**config.mk**
```make
export PLATFORM = sky130hd
export DESIGN_NAME = tape_dev_flat
export DESIGN_NICKNAME = d
export VERILOG_FILES = /design/src/rtl/tape_dev_if.sv /design/src/rtl/tape_dev.sv /design/src/flat_wrapper.sv
export SDC_FILE = /design/constraint.sdc
export NUM_CORES = 1
export LEC_CHECK = 0
export CAP_MARGIN = 5
export CORE_MARGIN = 5
export CORE_UTILIZATION = 50
export DETAILED_ROUTE_END_ITERATION = 7
export GPL_ROUTABILITY_DRIVEN = 0
export PLACE_DENSITY = 0.72
export SYNTH_ARGS = -nofsm -noshare
export SYNTH_HDL_FRONTEND = slang
export SYNTH_SLANG_ARGS = --single-unit
```
**constraint.sdc**
```tcl
create_clock -name clk -period 2.2 [get_ports clk]
set_clock_uncertainty 0.1 [all_clocks]
set_input_delay 0.44 -clock clk [delete_from_list [all_inputs] [get_ports clk]]
set_output_delay 0.44 -clock clk [all_outputs]
set_load 0.01 [all_outputs]
```
**src/rtl/tape_dev_if.sv**
```systemverilog
// Host stream and I/O unit handshake bundle for the tape device.
// The device side uses the slave modport.
interface tape_dev_if;
    logic       rx_valid;
    logic       rx_ready;
    logic [4:0] rx_data;
    logic       tx_valid;
    logic       tx_ready;
    logic [4:0] tx_data;
    logic       input_rdy_to_io;
    logic       input_ack_from_io;
    logic [4:0] input_data_to_io;
    logic       output_rdy_from_io;
    logic       output_ack_to_io;
    logic [4:0] output_data_from_io;

    modport master (
        output rx_valid,
        output rx_data,
        output tx_ready,
        output input_ack_from_io,
        output output_rdy_from_io,
        output output_data_from_io,
        input  rx_ready,
        input  tx_valid,
        input  tx_data,
        input  input_rdy_to_io,
        input  input_data_to_io,
        input  output_ack_to_io
    );

    modport slave (
        input  rx_valid,
        input  rx_data,
        input  tx_ready,
        input  input_ack_from_io,
        input  output_rdy_from_io,
        input  output_data_from_io,
        output rx_ready,
        output tx_valid,
        output tx_data,
        output input_rdy_to_io,
        output input_data_to_io,
        output output_ack_to_io
    );
endinterface

```
**src/rtl/tape_dev.sv**
```systemverilog
// Tape device model: FIFO-buffered reader and punch halves between the
// host stream and the I/O unit's 4-phase handshakes.
module tape_dev #(
    parameter int DEPTH = 16,
    parameter int AW    = 4
) (
    input  logic        clk,
    input  logic        resetn,
    tape_dev_if.slave   bus,
    input  logic        reader_enable_from_pnl,
    input  logic        flush_from_pnl,
    output logic [15:0] read_count,
    output logic [15:0] punch_count
);

    typedef enum logic [1:0] {
        R_IDLE,
        R_RDY,
        R_WAIT
    } r_state_t;

    typedef enum logic {
        P_IDLE,
        P_ACK
    } p_state_t;

    logic [4:0]  r_mem [DEPTH];
    logic [AW:0] r_wp;
    logic [AW:0] r_rp;
    logic        r_full;
    logic        r_empty;
    logic        r_push;
    logic        r_pop;
    logic        r_done;
    r_state_t    r_state;
    r_state_t    r_next;
    logic [4:0]  hold;

    logic [4:0]  p_mem [DEPTH];
    logic [AW:0] p_wp;
    logic [AW:0] p_rp;
    logic        p_full;
    logic        p_empty;
    logic        p_push;
    logic        p_pop;
    p_state_t    p_state;
    p_state_t    p_next;
    logic [15:0] punch_cnt;

    assign r_full  = (r_wp[AW] != r_rp[AW]) &&
                     (r_wp[AW-1:0] == r_rp[AW-1:0]);
    assign r_empty = (r_wp == r_rp);

    assign p_full  = (p_wp[AW] != p_rp[AW]) &&
                     (p_wp[AW-1:0] == p_rp[AW-1:0]);
    assign p_empty = (p_wp == p_rp);

    // Flush wins over any push or pop in the same cycle.
    assign r_push = bus.rx_valid && !r_full && !flush_from_pnl;
    assign r_pop  = (r_state == R_IDLE) && !r_empty &&
                    reader_enable_from_pnl &&
                    !bus.input_ack_from_io && !flush_from_pnl;

    assign p_push = (p_state == P_IDLE) && bus.output_rdy_from_io &&
                    !p_full && !flush_from_pnl;
    assign p_pop  = !p_empty && bus.tx_ready && !flush_from_pnl;

    assign bus.rx_ready         = !r_full;
    assign bus.tx_valid         = !p_empty;
    assign bus.tx_data          = p_mem[p_rp[AW-1:0]];
    assign bus.input_data_to_io = hold;
    assign punch_count          = punch_cnt;

    always_ff @(posedge clk) begin
        if (!resetn) begin
            r_wp <= '0;
            r_rp <= '0;
        end else if (flush_from_pnl) begin
            r_wp <= '0;
            r_rp <= '0;
        end else begin
            if (r_push) r_wp <= r_wp + 1'b1;
            if (r_pop)  r_rp <= r_rp + 1'b1;
        end
    end

    always_ff @(posedge clk) begin
        if (r_push) r_mem[r_wp[AW-1:0]] <= bus.rx_data;
    end

    always_ff @(posedge clk) begin
        if (!resetn) r_state <= R_IDLE;
        else         r_state <= r_next;
    end

    always_comb begin
        r_next = r_state;
        unique case (r_state)
            R_IDLE:  if (r_pop) r_next = R_RDY;
            R_RDY:   if (bus.input_ack_from_io) r_next = R_WAIT;
            R_WAIT:  if (!bus.input_ack_from_io) r_next = R_IDLE;
            default: r_next = R_IDLE;
        endcase
    end

    always_comb begin
        bus.input_rdy_to_io = (r_state == R_RDY);
        r_done = (r_state == R_WAIT) && !bus.input_ack_from_io;
    end

    always_ff @(posedge clk) begin
        if (!resetn) begin
            hold       <= '0;
            read_count <= '0;
        end else begin
            if (r_pop)  hold <= r_mem[r_rp[AW-1:0]];
            if (r_done) read_count <= read_count + 16'd1;
        end
    end

    always_ff @(posedge clk) begin
        if (!resetn) begin
            p_wp <= '0;
            p_rp <= '0;
        end else if (flush_from_pnl) begin
            p_wp <= '0;
            p_rp <= '0;
        end else begin
            if (p_push) p_wp <= p_wp + 1'b1;
            if (p_pop)  p_rp <= p_rp + 1'b1;
        end
    end

    always_ff @(posedge clk) begin
        if (p_push) p_mem[p_wp[AW-1:0]] <= bus.output_data_from_io;
    end

    always_ff @(posedge clk) begin
        if (!resetn) p_state <= P_IDLE;
        else         p_state <= p_next;
    end

    // A full FIFO keeps the punch in P_IDLE, withholding ack.
    always_comb begin
        p_next = p_state;
        unique case (p_state)
            P_IDLE:  if (p_push) p_next = P_ACK;
            P_ACK:   if (!bus.output_rdy_from_io) p_next = P_IDLE;
            default: p_next = P_IDLE;
        endcase
    end

    always_comb begin
        bus.output_ack_to_io = (p_state == P_ACK);
    end

    always_ff @(posedge clk) begin
        if (!resetn)     punch_cnt <= '0;
        else if (p_push) punch_cnt <= punch_cnt + 16'd1;
    end

endmodule

```
**src/flat_wrapper.sv**
```systemverilog
// flat-port wrapper written by rule: the top's interface ports become plain ports
module tape_dev_flat 
#(
    parameter int DEPTH = 16,
    parameter int AW    = 4
)
  (clk, resetn, reader_enable_from_pnl, flush_from_pnl, read_count, punch_count, bus_rx_valid, bus_rx_data, bus_tx_ready, bus_input_ack_from_io, bus_output_rdy_from_io, bus_output_data_from_io, bus_rx_ready, bus_tx_valid, bus_tx_data, bus_input_rdy_to_io, bus_input_data_to_io, bus_output_ack_to_io);
  tape_dev_if bus_i ();
  input  logic clk;
  input  logic resetn;
  input  logic reader_enable_from_pnl;
  input  logic flush_from_pnl;
  output logic [15:0] read_count;
  output logic [15:0] punch_count;
  input wire logic [$bits(bus_i.rx_valid)-1:0] bus_rx_valid;
  input wire logic [$bits(bus_i.rx_data)-1:0] bus_rx_data;
  input wire logic [$bits(bus_i.tx_ready)-1:0] bus_tx_ready;
  input wire logic [$bits(bus_i.input_ack_from_io)-1:0] bus_input_ack_from_io;
  input wire logic [$bits(bus_i.output_rdy_from_io)-1:0] bus_output_rdy_from_io;
  input wire logic [$bits(bus_i.output_data_from_io)-1:0] bus_output_data_from_io;
  output wire logic [$bits(bus_i.rx_ready)-1:0] bus_rx_ready;
  output wire logic [$bits(bus_i.tx_valid)-1:0] bus_tx_valid;
  output wire logic [$bits(bus_i.tx_data)-1:0] bus_tx_data;
  output wire logic [$bits(bus_i.input_rdy_to_io)-1:0] bus_input_rdy_to_io;
  output wire logic [$bits(bus_i.input_data_to_io)-1:0] bus_input_data_to_io;
  output wire logic [$bits(bus_i.output_ack_to_io)-1:0] bus_output_ack_to_io;
  assign bus_i.rx_valid = bus_rx_valid;
  assign bus_i.rx_data = bus_rx_data;
  assign bus_i.tx_ready = bus_tx_ready;
  assign bus_i.input_ack_from_io = bus_input_ack_from_io;
  assign bus_i.output_rdy_from_io = bus_output_rdy_from_io;
  assign bus_i.output_data_from_io = bus_output_data_from_io;
  assign bus_rx_ready = bus_i.rx_ready;
  assign bus_tx_valid = bus_i.tx_valid;
  assign bus_tx_data = bus_i.tx_data;
  assign bus_input_rdy_to_io = bus_i.input_rdy_to_io;
  assign bus_input_data_to_io = bus_i.input_data_to_io;
  assign bus_output_ack_to_io = bus_i.output_ack_to_io;
  tape_dev #(.DEPTH(DEPTH), .AW(AW)) u_core (.clk(clk), .resetn(resetn), .bus(bus_i), .reader_enable_from_pnl(reader_enable_from_pnl), .flush_from_pnl(flush_from_pnl), .read_count(read_count), .punch_count(punch_count));
endmodule
```
======== Word level (Yosys, flattened, before mapping) ========
Memory sizes are Yosys's and may differ from the RTL's. A register that Yosys moved wholly into a read port is not among the register bits.
Cells that the tools add are included.
word-level totals
  register bits after elaboration ......... 55
  memory bits (writable) .................. 160
  output and inout port bits .............. 46
  memories kept ........................... 2
cells by class
  $add $sub $neg .......................... 6
  equality and inequality tests ........... 11
  mux-type cells .......................... 12
  bitwise gates (word level) .............. 2
  reductions and logical operators ........ 24
memory list
  memory        words  bits a word  rd ports  clocked after memory_dff  write ports  RTL line        source
  u_core.p_mem  16     5            1         1                         1            tape_dev.sv:39  logic [4:0] p_mem [DEPTH];
  u_core.r_mem  16     5            1         1                         1            tape_dev.sv:27  logic [4:0] r_mem [DEPTH];
operators by type and width
  kind                     number
  $add A16 B1 Y16 const B  2
  $add A5 B1 Y5 const B    4
  $logic_and A1 B1 Y1      14
  $eq A5 B5 Y1             2
  $eq A4 B4 Y1             2
  $mux W4                  2
  $logic_not A1 Y1         7
  $mux W2                  3
  $pmux W2 S3              1
  $mux W1                  5
  $ne A2 B2 Y1 const B     2
  $reduce_and A3 Y1        1
  $eq A2 B1 Y1 const B     1
  $eq A2 B2 Y1 const B     1
  $logic_not A2 Y1         1
  $ne A1 B1 Y1             2
  $ne A2 B1 Y1 const B     1
  $not A1 Y1               2
  $pmux W1 S2              1
  $reduce_or A2 Y1         1

======== Depth between registers and ports, before layout ========
Gate-level depths: netlist of the first run.
  depth after elaboration ................. 8
  mapped depth ............................ 8

======== Worst setup path after synthesis of the first run ========
No wires, ideal clock.
  path kind ............................... register to output
  start point ............................. register (tool-made name)
  end point ............................... output port bus_tx_data[0]
  data arrival time ....................... 1604 ps
  required time ........................... 1660 ps
  path slack .............................. 56 ps
  stages on the path, launching flop included .. 4
  path through ............................ dfxtp_1 buf_2 mux4_2 mux4_2
RTL lines
  item           RTL line            source
  end, declared  flat_wrapper.sv:23  output wire logic [$bits(bus_i.tx_data)-1:0] bus_tx_data;

==> impl_results.md, run 1 <==
- Status: finished, violations left
- Failing checks: negative setup slack
- Peak supply drop: 0.595 mV
- Nets: 780
- Clock Tree Root: clkbuf_16
- Routed Antenna Nets: 0
- Synth cell types: 48
- Vias per cell: 5.57
- CP max FO: 5
- Yosys top cell area share: 51.6%
- Die Width: 147 um
- Total number of yosys warnings: 0
- Die area: 21,500 sq um
- Commonest non-fill, non-tap cell in the layout: edfxtp_1
- Post-synth ARST share: 0%
- CTS buffer count: 24
- RR Startpoint: u_core.r_rp[0]
- Worst path slowest cell: mux4_2
- Highest routed layer: met4
- Total grt overflow: 0
- FP Rows: 50
- Switching power: 1.74 mW
- Final hold vios: 0
- Largest net degree at the start of global routing: 30
- Total track usage: 18.3%
- Reg power frac: 51.2%
- Final slew viol count: 0
- Vias in the first global route: 6,036
- Final setup viols: 5
- Post-synthesis cell type with the largest combined area: edfxtp_1
- Final WL: 19.4 mm
- Crit-path max cell delay: 500 ps
- Most frequent cells in the layout: 160 x edfxtp_1, 55 x dfxtp_1, 55 x clkdlybuf4s50_1, 55 x buf_4, 50 x nor2_1
- Area grow syn2layout: 23.9%
- Final WS setup: -606 ps
- Worst setup path category: reg -> out
- RSZ-0062 raised after global routing: yes
- CP startpoint kind: flop
- Pre-CTS WS: -426 ps
- Internal power: 7.12 mW
- Synthesis-stage register bit count: 224
- Worst skew pair latency: 510 ps
- DRC Markers: 0
- Critical Path Sink Type: output pin
- Drt wl/cell: 19.4 um
- Slew HR: 54.7%
- Clock share of power: 45.9%
- Comb power frac: 2.9%
- Actual slew at the worst max-slew pin: 677 ps
- Routed via count: 5,582
- Fin crit share: 128%
- I/O Pins: 64
- Data arrival, critical path: 2270 ps
- Post-CTS Hold Buffers: 0
- Initial DRC Count: 365
- Sink Count: 224
- TNS Setup: -2920 ps
- Htree depth: 1
- Synth Cell Area: 9320 sq um
- Syn nets: 658
- Beginning of the worst hold path: u_core.punch_count[15]
- Initial Utilization: 50.3%
- Final min period: 2810 ps
- Routed length on met2: 10.3 mm
- Layout cells sized above 1: 22.7%
- CTS tree: yes
- Post-synthesis sequential area ratio: 65.3%
- Cell Pwr Density: 768 nW/um^2
- Max Cap Viol: 0
- CTS max path bufs: 3
- First-pass GRT wire length: 32.0 mm
- Initial antenna violation count: 0
- Lkg Pwr: 4.01 nW
- CORE AREA: 18,500 sq um
- Ant diodes: 0
- Min-Delay Path Class: reg -> reg
- Clock slew seen by the registers of the worst setup and hold paths: 60 ps
- M1 WL: 8.01 mm
- Crit path buf inv count: 3
- Met3 Wirelength: 675 um
- Sequence of cells on the critical path: buf_6 -> clkbuf_16 -> mux4_2 -> mux4_2 -> buf_6
- Port bufs: 63
- Largest cells by area after synthesis: edfxtp_1 52%, dfxtp_1 14%, mux4_2 9.7%, mux2i_1 2.1%, and3_1 2.0%
- EDFF count, synth: 160
- Die Y: 147 um
- Switching Fraction: 19.6%
- CP delay by family, top: multiplexers
- Worst Path Required: 1660 ps
- HPWL Detailed: 13.2 mm
- Max Freq: 356 MHz
- Drt first pass iters: 5
- Avg Inst Size Synth: 14.8 sq um
- Top_reg_cell synth: edfxtp_1
- Gate count of the mapped netlist: 628
[flip-flops by register name, summed over array words and instances, names as in the netlist, named ones only]
name and cells:
u_core.p_wp 5, u_core.r_state 2, u_core.bus.output_ack_to_io 1, u_core.p_rp 5, u_core.r_rp 5, u_core.bus.input_data_to_io 5, u_core.r_wp 5, u_core.punch_count 16
u_core.p_mem 80, u_core.read_count 16, u_core.r_mem 80
[per-stage QoR]
step                      util [%]  power [mW]  hold WS [ps]  instance area (sq um)  cells
after floorplan                  -        4.73           382                   9320    628
final                         62.3        8.86           390                  11500   1002
after detailed placement      57.1        4.88           382                  10600    952
after global routing          62.3        9.16           434                  11500   1002
after global placement        57.1        4.87           372                  10600    952
after CTS                     62.1        8.94           396                  11500   1001
[cell families after synthesis]
group | share of synthesized area, %
AO/OA/AOI/OAI | 4.36
XOR/XNOR | 4.38
flip-flops | 65.3
multiplexers | 11.8
buffers and inverters | 2.04
AND/OR/NAND/NOR | 10.5
adder cells (fa/ha/maj) | 1.61
[synth_stat cells (all sizes together) (2+ instances only)]
| cell | count |
|---|---|
| edfxtp | 160 |
| dfxtp | 64 |
| nor2 | 50 |
| nand2 | 42 |
| mux4 | 40 |
| and3 | 30 |
| xnor2 | 22 |
| xor2 | 22 |
| mux2i | 20 |
| buf | 17 |
| a21oi | 16 |
| o21ai | 16 |
| nand3 | 15 |
| clkbuf | 12 |
| ha | 12 |
| nor2b | 12 |
| inv | 11 |
| nand4 | 10 |
| and2 | 6 |
| a211oi | 5 |
| a221oi | 5 |
| a31oi | 5 |
| nand2b | 5 |
| or3 | 5 |
| and4 | 4 |
| o211ai | 4 |
| nor3 | 3 |
| a31o | 2 |
| nor3b | 2 |
| nor4 | 2 |
| or2 | 2 |
[power groups by stage]
stage / combinational, mW / sequential, mW / clock, mW
after floorplan: 0.0983 / 4.63 / 0
after global placement: 0.239 / 4.63 / 0
after detailed placement: 0.253 / 4.63 / 0
after CTS: 0.256 / 4.54 / 4.14
after global routing: 0.279 / 4.54 / 4.34
final: 0.257 / 4.54 / 4.06
[tightest hold or removal path, delay by kind of cell, from the launching register on]
family	cells	cell delay, ps
DFF	1	320
AOI/OAI and AO/OA	2	130
[layer usage]
metal	up-vias	track usage, %
met5	-	0
met4	0	4.89
met3	33	2.86
met2	123	33.7
met1	2814	22.5
li1	2612	-
[final timing paths]
check                           endpoint  slack, ps  depth (start not counted)
hold / removal    u_core.punch_count[15]        390                          2
setup / recovery          bus_tx_data[1]       -610                          5
setup reg to reg      u_core.r_mem[3][2]        100                          6
hold reg to reg   u_core.punch_count[15]        390                          2
[final cells by class]
cell class                 count  area, sq um
tap                          234          293
inverter                      12         45.0
timing repair buffer         125         1200
fill                        1334         6970
clock buffer                  38          791
sequential                   224         6100
multi-input combinational    363         3080
clock inverter                 6         42.5
[timing repair]
item / CTS / global route
buffers inserted: 3 / 1
endpoints found under the setup margin: 8 / 12
hold endpoints to repair: 0 / 0
cloned: 2 / 1
pin swaps: 4 / 2
gates resized for setup: 41 / 9
Power figures use the tool's default switching activity.
==> inputs of run 2 (changes only) <==
--- a/config.mk
+++ b/config.mk
@@ -5,12 +5,15 @@
 export SDC_FILE = /design/constraint.sdc
 export NUM_CORES = 1
 export LEC_CHECK = 0
+export ABC_AREA = 1
 export CAP_MARGIN = 5
 export CORE_MARGIN = 5
 export CORE_UTILIZATION = 50
 export DETAILED_ROUTE_END_ITERATION = 7
+export DONT_BUFFER_PORTS = 1
 export GPL_ROUTABILITY_DRIVEN = 0
-export PLACE_DENSITY = 0.72
+export PLACE_DENSITY = 0.68
+export REMOVE_ABC_BUFFERS = 1
 export SYNTH_ARGS = -nofsm -noshare
 export SYNTH_HDL_FRONTEND = slang
 export SYNTH_SLANG_ARGS = --single-unit
==> run 2 against run 1 <==
  * The run still ends with negative setup slack left
  * First-iteration DRC count increased by 57%
  * Worst hold slack got worse by 350 ps
  * Final area increased by 0.82%
  * Critical path depth increased by 3
  * Die area increased by 6.9%
  * Total power decreased by 1.2%
  * Via count increased by 33%
  * Critical path type unchanged
  * Setup slack improved by 470 ps
  * Sequential power about the same
  * Critical endpoint unchanged
==> impl_results.md, run 2 <==
- Clock Tree Root: clkbuf_16
- Die Width: 152 um (+3.4%)
- Cell Pwr Density: 752 nW/um^2 (-2.0%)
- RSZ-0062 raised after global routing: yes
- Total number of yosys warnings: 0 (unchanged)
- Htree depth: 1 (unchanged)
- Fin crit share: 106% (-21 points)
- Largest net degree at the start of global routing: 45 (+50%)
- Commonest non-fill, non-tap cell in the layout: nand2_1
- Vias in the first global route: 7,016 (+16%)
- CTS max path bufs: 3 (unchanged)
- Worst setup path category: reg -> out
- HPWL Detailed: 15.1 mm (+14%)
- Routed Antenna Nets: 0 (unchanged)
- Failing checks: negative setup slack
- Area grow syn2layout: 16.2%
- CTS buffer count: 24 (unchanged)
- Gate count of the mapped netlist: 1,059 (+69%)
- Max Freq: 428 MHz (+20%)
- DRC Markers: 0 (unchanged)
- Nets: 1,136 (+46%)
- Min Hold Slack: 43.1 ps (-347 ps)
- Layout cells sized above 1: 13.1% (-9.6 points)
- Final WL: 23.8 mm (+23%)
- Max Cap Viol: 0 (unchanged)
- Critical Path Sink Type: output pin
- Lkg Pwr: 4.34 nW (+8.3%)
- Final min period: 2340 ps (-467 ps)
- Total track usage: 20.3% (+2.0 points)
- Die Y: 152 um (+3.4%)
- Post-synthesis sequential area ratio: 60.8% (-4.5 points)
- Initial Utilization: 51.1% (+0.80 points)
- CP max FO: 7 (+2)
- I/O Pins: 64 (unchanged)
- EDFF count, synth: 160 (unchanged)
- CP startpoint kind: flop
- Synthesis-stage register bit count: 224 (unchanged)
- Slew HR: 49.1% (-5.6 points)
- Placed cell count: 1,319 (+39%)
- Most frequent cells after synthesis: 215 x nand2_1, 165 x nor2_1, 160 x edfxtp_1, 99 x inv_1, 87 x nand3_1
- Worst skew pair latency: 510 ps (about the same)
- Post-synth ARST share: 0% (unchanged)
- Yosys top cell area share: 48.0% (-3.6 points)
- TNS Setup: -566 ps (+2360 ps)
- Synth cell types: 38 (-21%)
- Data arrival, critical path: 1800 ps (-470 ps)
- Drt wl/cell: 17.1 um (-11%)
- Routed via count: 7,413 (+33%)
- Status: finished, violations left
- Ant diodes: 0 (unchanged)
- Clock slew seen by the registers of the worst setup and hold paths: 60 ps (about the same)
- Initial antenna violation count: 0 (unchanged)
- Post-synthesis cell type with the largest combined area: edfxtp_1
- Most frequent cells in the layout: 212 x nand2_1, 160 x edfxtp_1, 156 x nor2_1
- Peak supply drop: 0.632 mV (+6.2%)
- CTS tree: yes
- Top_reg_cell synth: edfxtp_1
- Die area: 23,000 sq um (+6.9%)
- Actual slew at the worst max-slew pin: 761 ps (+83.4 ps)
- Final WS setup: -139 ps (+467 ps)
- Top-count cell post-synth: nand2_1
- Final cell count without fillers: 1,389 (+39%)
- Final hold vios: 0 (unchanged)
- Min-Delay Path Class: in -> reg
- Final setup viols: 5 (unchanged)
- Largest cells by area after synthesis: edfxtp_1 48%, dfxtp_1 13%, nand2_1 8.1%, nor2_1 6.2%, nand3_1 4.3%
- Vias per cell: 5.34 (-4.2%)
- FP Rows: 51 (+2.0%)
- Synth Cell Area: 10,000 sq um (+7.5%)
- Final slew viol count: 0 (unchanged)
- First-pass GRT wire length: 36.9 mm (+15%)
- Pre-CTS WS: -9.39 ps (+416 ps)
- Fill cells: 1,645 (+23%)
- CORE AREA: 19,600 sq um (+5.8%)
- Total grt overflow: 0 (unchanged)
- Avg Inst Size Synth: 9.46 sq um (-36%)
- Worst Path Required: 1660 ps (about the same)
- Drt first pass iters: 5 (unchanged)
- Port bufs: 0 (-100%)
- Initial DRC Count: 572 (+57%)
- Sink Count: 224 (unchanged)
==> run 2: path summary, 6_finish.rpt <==
| check | startpoint | to | slack (ps) | cells after the start |
|---|---|---|---|---|
| max | flop | bus_tx_data[1] | -140 | 8 |
| min | bus_input_ack_from_io | u_core.r_state[1] | 40 | 2 |
| max reg2reg | u_core.r_rp[4] | u_core.r_mem[9][0] | 120 | 6 |
| min reg2reg | u_core.r_rp[3] | u_core.r_rp[3] | 380 | 2 |
==> run 2: logic make-up (layout without fill, tap and decap cells) <==
group / Yosys count / count (layout) / share of synthesized area [%]
compound gates: 153 / 153 / 8.52
xor+xnor: 24 / 24 / 2.10
fa+ha+maj: 12 / 12 / 1.50
buf+inv: 150 / 215 / 6.20
flops: 224 / 224 / 60.8
simple gates: 496 / 496 / 20.9
==> run 2: report_power, final <==
group          internal (mW)  switching [mW]
Combinational         0.0865           0.198
Sequential              4.53          0.0152
Clock                   2.38            1.54
Total                   7.00            1.75
==> run 2: area by class of cell <==
cell class / instances / area (sq um) / area share (%)
clock buffer: 35 / 683 / 5.87
clock inverter: 9 / 93.8 / 0.806
inverter: 110 / 424 / 3.64
multi-input combinational: 685 / 3420 / 29.4
sequential: 224 / 6110 / 52.5
tap: 265 / 332 / 2.85
timing repair buffer: 60 / 576 / 4.94
timing repair inverter: 1 / 7.51 / 0.0645
==> run 2: repair_timing <==
action                     in CTS  in global routing
setup endpoints to repair       6                 41
setup buffers                   5                  5
hold endpoints to repair      173                  0
hold buffers                   12                  0
gates cloned                    2                  3
resized for setup              26                 45
pin swaps                       7                 14
==> run 2: metal layers <==
| metal | track usage, % | up-vias | wire (um) |
|---|---|---|---|
| li1 | - | 3630 | - |
| met1 | 27.3 | 3537 | 10200 |
| met2 | 34.1 | 219 | 11600 |
| met3 | 4.70 | 27 | 1640 |
| met4 | 4.09 | 0 | 362 |
| met5 | 0 | - | 0 |
==> run 2: stage by stage <==
stage | instance area (sq um) | utilization, % | total power, mW
2_1_floorplan | 9810 | - | 4.76
3_3_place_gp | 10400 | 53.2 | 4.83
3_5_place_dp | 10400 | 53.2 | 4.84
4_1_cts | 11500 | 58.5 | 8.82
5_1_grt | 11600 | 59.4 | 9.05
6_report | 11600 | 59.4 | 8.75
==> run 2: critical path: stages (launching register included) <==
cell      delay [ps]
dfxtp_4          400
inv_8             50
buf_12           130
buf_8            140
buf_4            140
o21ai_2          120
o221ai_2         120
nand3_1          110
nand2_2           80
==> inputs of run 3 (changes only) <==
--- a/config.mk
+++ b/config.mk
@@ -6,14 +6,17 @@
 export NUM_CORES = 1
 export LEC_CHECK = 0
 export ABC_AREA = 1
+export ABC_CLOCK_PERIOD_IN_PS = 2200
 export CAP_MARGIN = 5
 export CORE_MARGIN = 5
 export CORE_UTILIZATION = 50
+export CTS_CLUSTER_SIZE = 40
 export DETAILED_ROUTE_END_ITERATION = 7
 export DONT_BUFFER_PORTS = 1
 export GPL_ROUTABILITY_DRIVEN = 0
 export PLACE_DENSITY = 0.68
 export REMOVE_ABC_BUFFERS = 1
+export SETUP_SLACK_MARGIN = 0.02
 export SYNTH_ARGS = -nofsm -noshare
 export SYNTH_HDL_FRONTEND = slang
 export SYNTH_SLANG_ARGS = --single-unit
==> run 3 against run 2 <==
  * The flow still finishes with violations (negative setup slack)
  * Global-route usage increased by 0.12 points
  * Clock power shrank 4%
  * Final cell count about the same
  * Die area did not move
  * Setup slack got worse by 5.8 ps
  * Register-to-register slack better by 40 ps
==> impl_results.md, run 3 (synthesized netlist as in run 2, its figures left out) <==
- Worst hold endpoint: u_core.r_state[1]
- Actual slew at the worst max-slew pin: 769 ps (+8.69 ps)
- FP Rows: 51 (unchanged)
- Ant diodes: 0 (unchanged)
- Vias per cell: 5.37 (+0.67%)
- Status: finished, violations left
- Port bufs: 0 (unchanged)
- Slew HR: 48.5% (-0.58 points)
- Total grt overflow: 0 (unchanged)
- Fill cells: 1,650 (+0.30%)
- Drt first pass iters: 5 (unchanged)
- Worst-case reg-to-reg path depth: 8 (+2)
- Hold Path Cell Cnt: 2 (unchanged)
- CTS tree: yes
- Vias in the first global route: 7,014 (-0.029%)
- Max Cap Viol: 0 (unchanged)
- Commonest non-fill, non-tap cell in the layout: nand2_1
- FF-to-FF setup slack: 160 ps (+40 ps)
- CP startpoint kind: flop
- Htree depth: 1 (unchanged)
- Area grow syn2layout: 16.1% (about the same)
- Nets: 1,137 (+0.088%)
- Dpl cell area: 10,400 sq um (unchanged)
- Final WS setup: -145 ps (-5.81 ps)
- Drt wl/cell: 17.2 um (+0.27%)
- Max Freq: 427 MHz (-0.25%)
- Sink Count: 224 (unchanged)
- Worst setup path category: reg -> out
- Min Hold Slack: 35.5 ps (-7.56 ps)
- CTS max path bufs: 3 (unchanged)
- Final min period: 2340 ps (+5.81 ps)
- Post-route cell area: 11,600 sq um (about the same)
- Data arrival, critical path: 1800 ps (about the same)
- Failing checks: negative setup slack
- CTS buffer count: 24 (unchanged)
- Min-Delay Path Class: in -> reg
- Final setup viols: 5 (unchanged)
- Beginning of the worst hold path: bus_input_ack_from_io
- RSZ-0062 raised after global routing: yes
- Reg2reg end: u_core.p_mem[1][0]
- Fin crit share: 107% (+0.26 points)
- Die Width: 152 um (unchanged)
- Clock slew seen by the registers of the worst setup and hold paths: 60 ps (about the same)
- Worst skew pair latency: 510 ps (about the same)
- Peak supply drop: 0.630 mV (-0.31%)
- Final WL: 23.9 mm (+0.34%)
- Cell Pwr Density: 738 nW/um^2 (-1.9%)
- Initial Utilization: 51.1% (unchanged)
- Final hold vios: 0 (unchanged)
- Layout cells sized above 1: 13.9% (+0.79 points)
- Routed via count: 7,468 (+0.74%)
- I/O Pins: 64 (unchanged)
- RR Startpoint: u_core.p_wp[3]
- HPWL Detailed: 15.1 mm (unchanged)
- DRC Markers: 0 (unchanged)
- Total track usage: 20.4% (+0.12 points)
- Die area: 23,000 sq um (unchanged)
- CORE AREA: 19,600 sq um (unchanged)
- Most frequent cells in the layout: 212 x nand2_1, 160 x edfxtp_1, 150 x nor2_1
- Final slew viol count: 0 (unchanged)
- Initial DRC Count: 495 (-13%)
- Critical Path Sink Type: output pin
- Largest net degree at the start of global routing: 45 (unchanged)
- CP max FO: 7 (unchanged)
- Initial antenna violation count: 0 (unchanged)
- Routed Antenna Nets: 0 (unchanged)
- First-pass GRT wire length: 37.1 mm (+0.50%)
- Lkg Pwr: 4.33 nW (-0.24%)
- Worst Path Required: 1660 ps (about the same)
- Clock Tree Root: clkbuf_16
- Die Y: 152 um (unchanged)
run 3: worst max path at each step:
| stage | endpoint | slack (ps) | cells past startpoint |
|---|---|---|---|
| after floorplan | bus_tx_data[1] | -650 | 7 |
| after global routing | bus_tx_data[1] | -210 | 8 |
| after detailed placement | u_core.p_mem[7][4] | -9 | 5 |
| after CTS | bus_tx_data[3] | -130 | 8 |
| final | bus_tx_data[1] | -140 | 8 |
| after global placement | u_core.p_mem[7][2] | 40 | 5 |
run 3: critical path: stages (launching register included):
cell      delay (ps)
dfxtp_4          400
inv_8             50
buf_12           130
buf_8            140
buf_4            140
o21ai_2          120
o221ai_2         120
nand3_1          110
nand2_2           80
run 3: layout make-up:
| cell class | count | area, sq um | share of cell area, % |
|---|---|---|---|
| Timing Repair inverter | 1 | 7.51 | 0.0646 |
| Clock inverter | 8 | 43.8 | 0.377 |
| Clock buffer | 36 | 697 | 5.99 |
| Tap cell | 265 | 332 | 2.85 |
| Multi-Input combinational cell | 685 | 3430 | 29.5 |
| Sequential cell | 224 | 6110 | 52.5 |
| Timing Repair Buffer | 61 | 583 | 5.01 |
| Inverter | 110 | 424 | 3.65 |
run 3: power by group:
| part | switching [mW] | internal (mW) | total [mW] |
|---|---|---|---|
| sequential | 0.0153 | 4.53 | 4.55 |
| clock | 1.56 | 2.19 | 3.75 |
| combinational | 0.199 | 0.0880 | 0.287 |
| total | 1.77 | 6.81 | 8.58 |
run 3: metal layers:
layer	global-route usage, %	vias up	wire [um]
met1	27.5	3538	9950
met2	34.3	268	11700
li1	-	3636	-
met5	0	-	0
met4	3.77	0	342
met3	4.94	26	1940
run 3: repair_timing:
| action | in CTS | in global routing |
|---|---|---|
| setup endpoints to repair | 6 | 62 |
| hold endpoints to repair | 173 | 0 |
| resized for setup | 26 | 53 |
| setup buffers | 5 | 6 |
| cloned | 2 | 3 |
| pin swaps | 7 | 15 |
| hold buffers | 12 | 0 |
run 3: per-stage QoR:
step / util (%) / TNS [ps] / total power [mW] / setup WS (ps) / instances
after floorplan: - / -80500 / 4.76 / -648 / 1019
after global placement: 53.2 / 0 / 4.83 / 39.9 / 1319
after detailed placement: 53.2 / -45.9 / 4.84 / -9.39 / 1319
after CTS: 58.3 / -575 / 8.63 / -132 / 1382
after global routing: 59.4 / -1020 / 8.88 / -214 / 1390
final: 59.4 / -576 / 8.58 / -145 / 1390
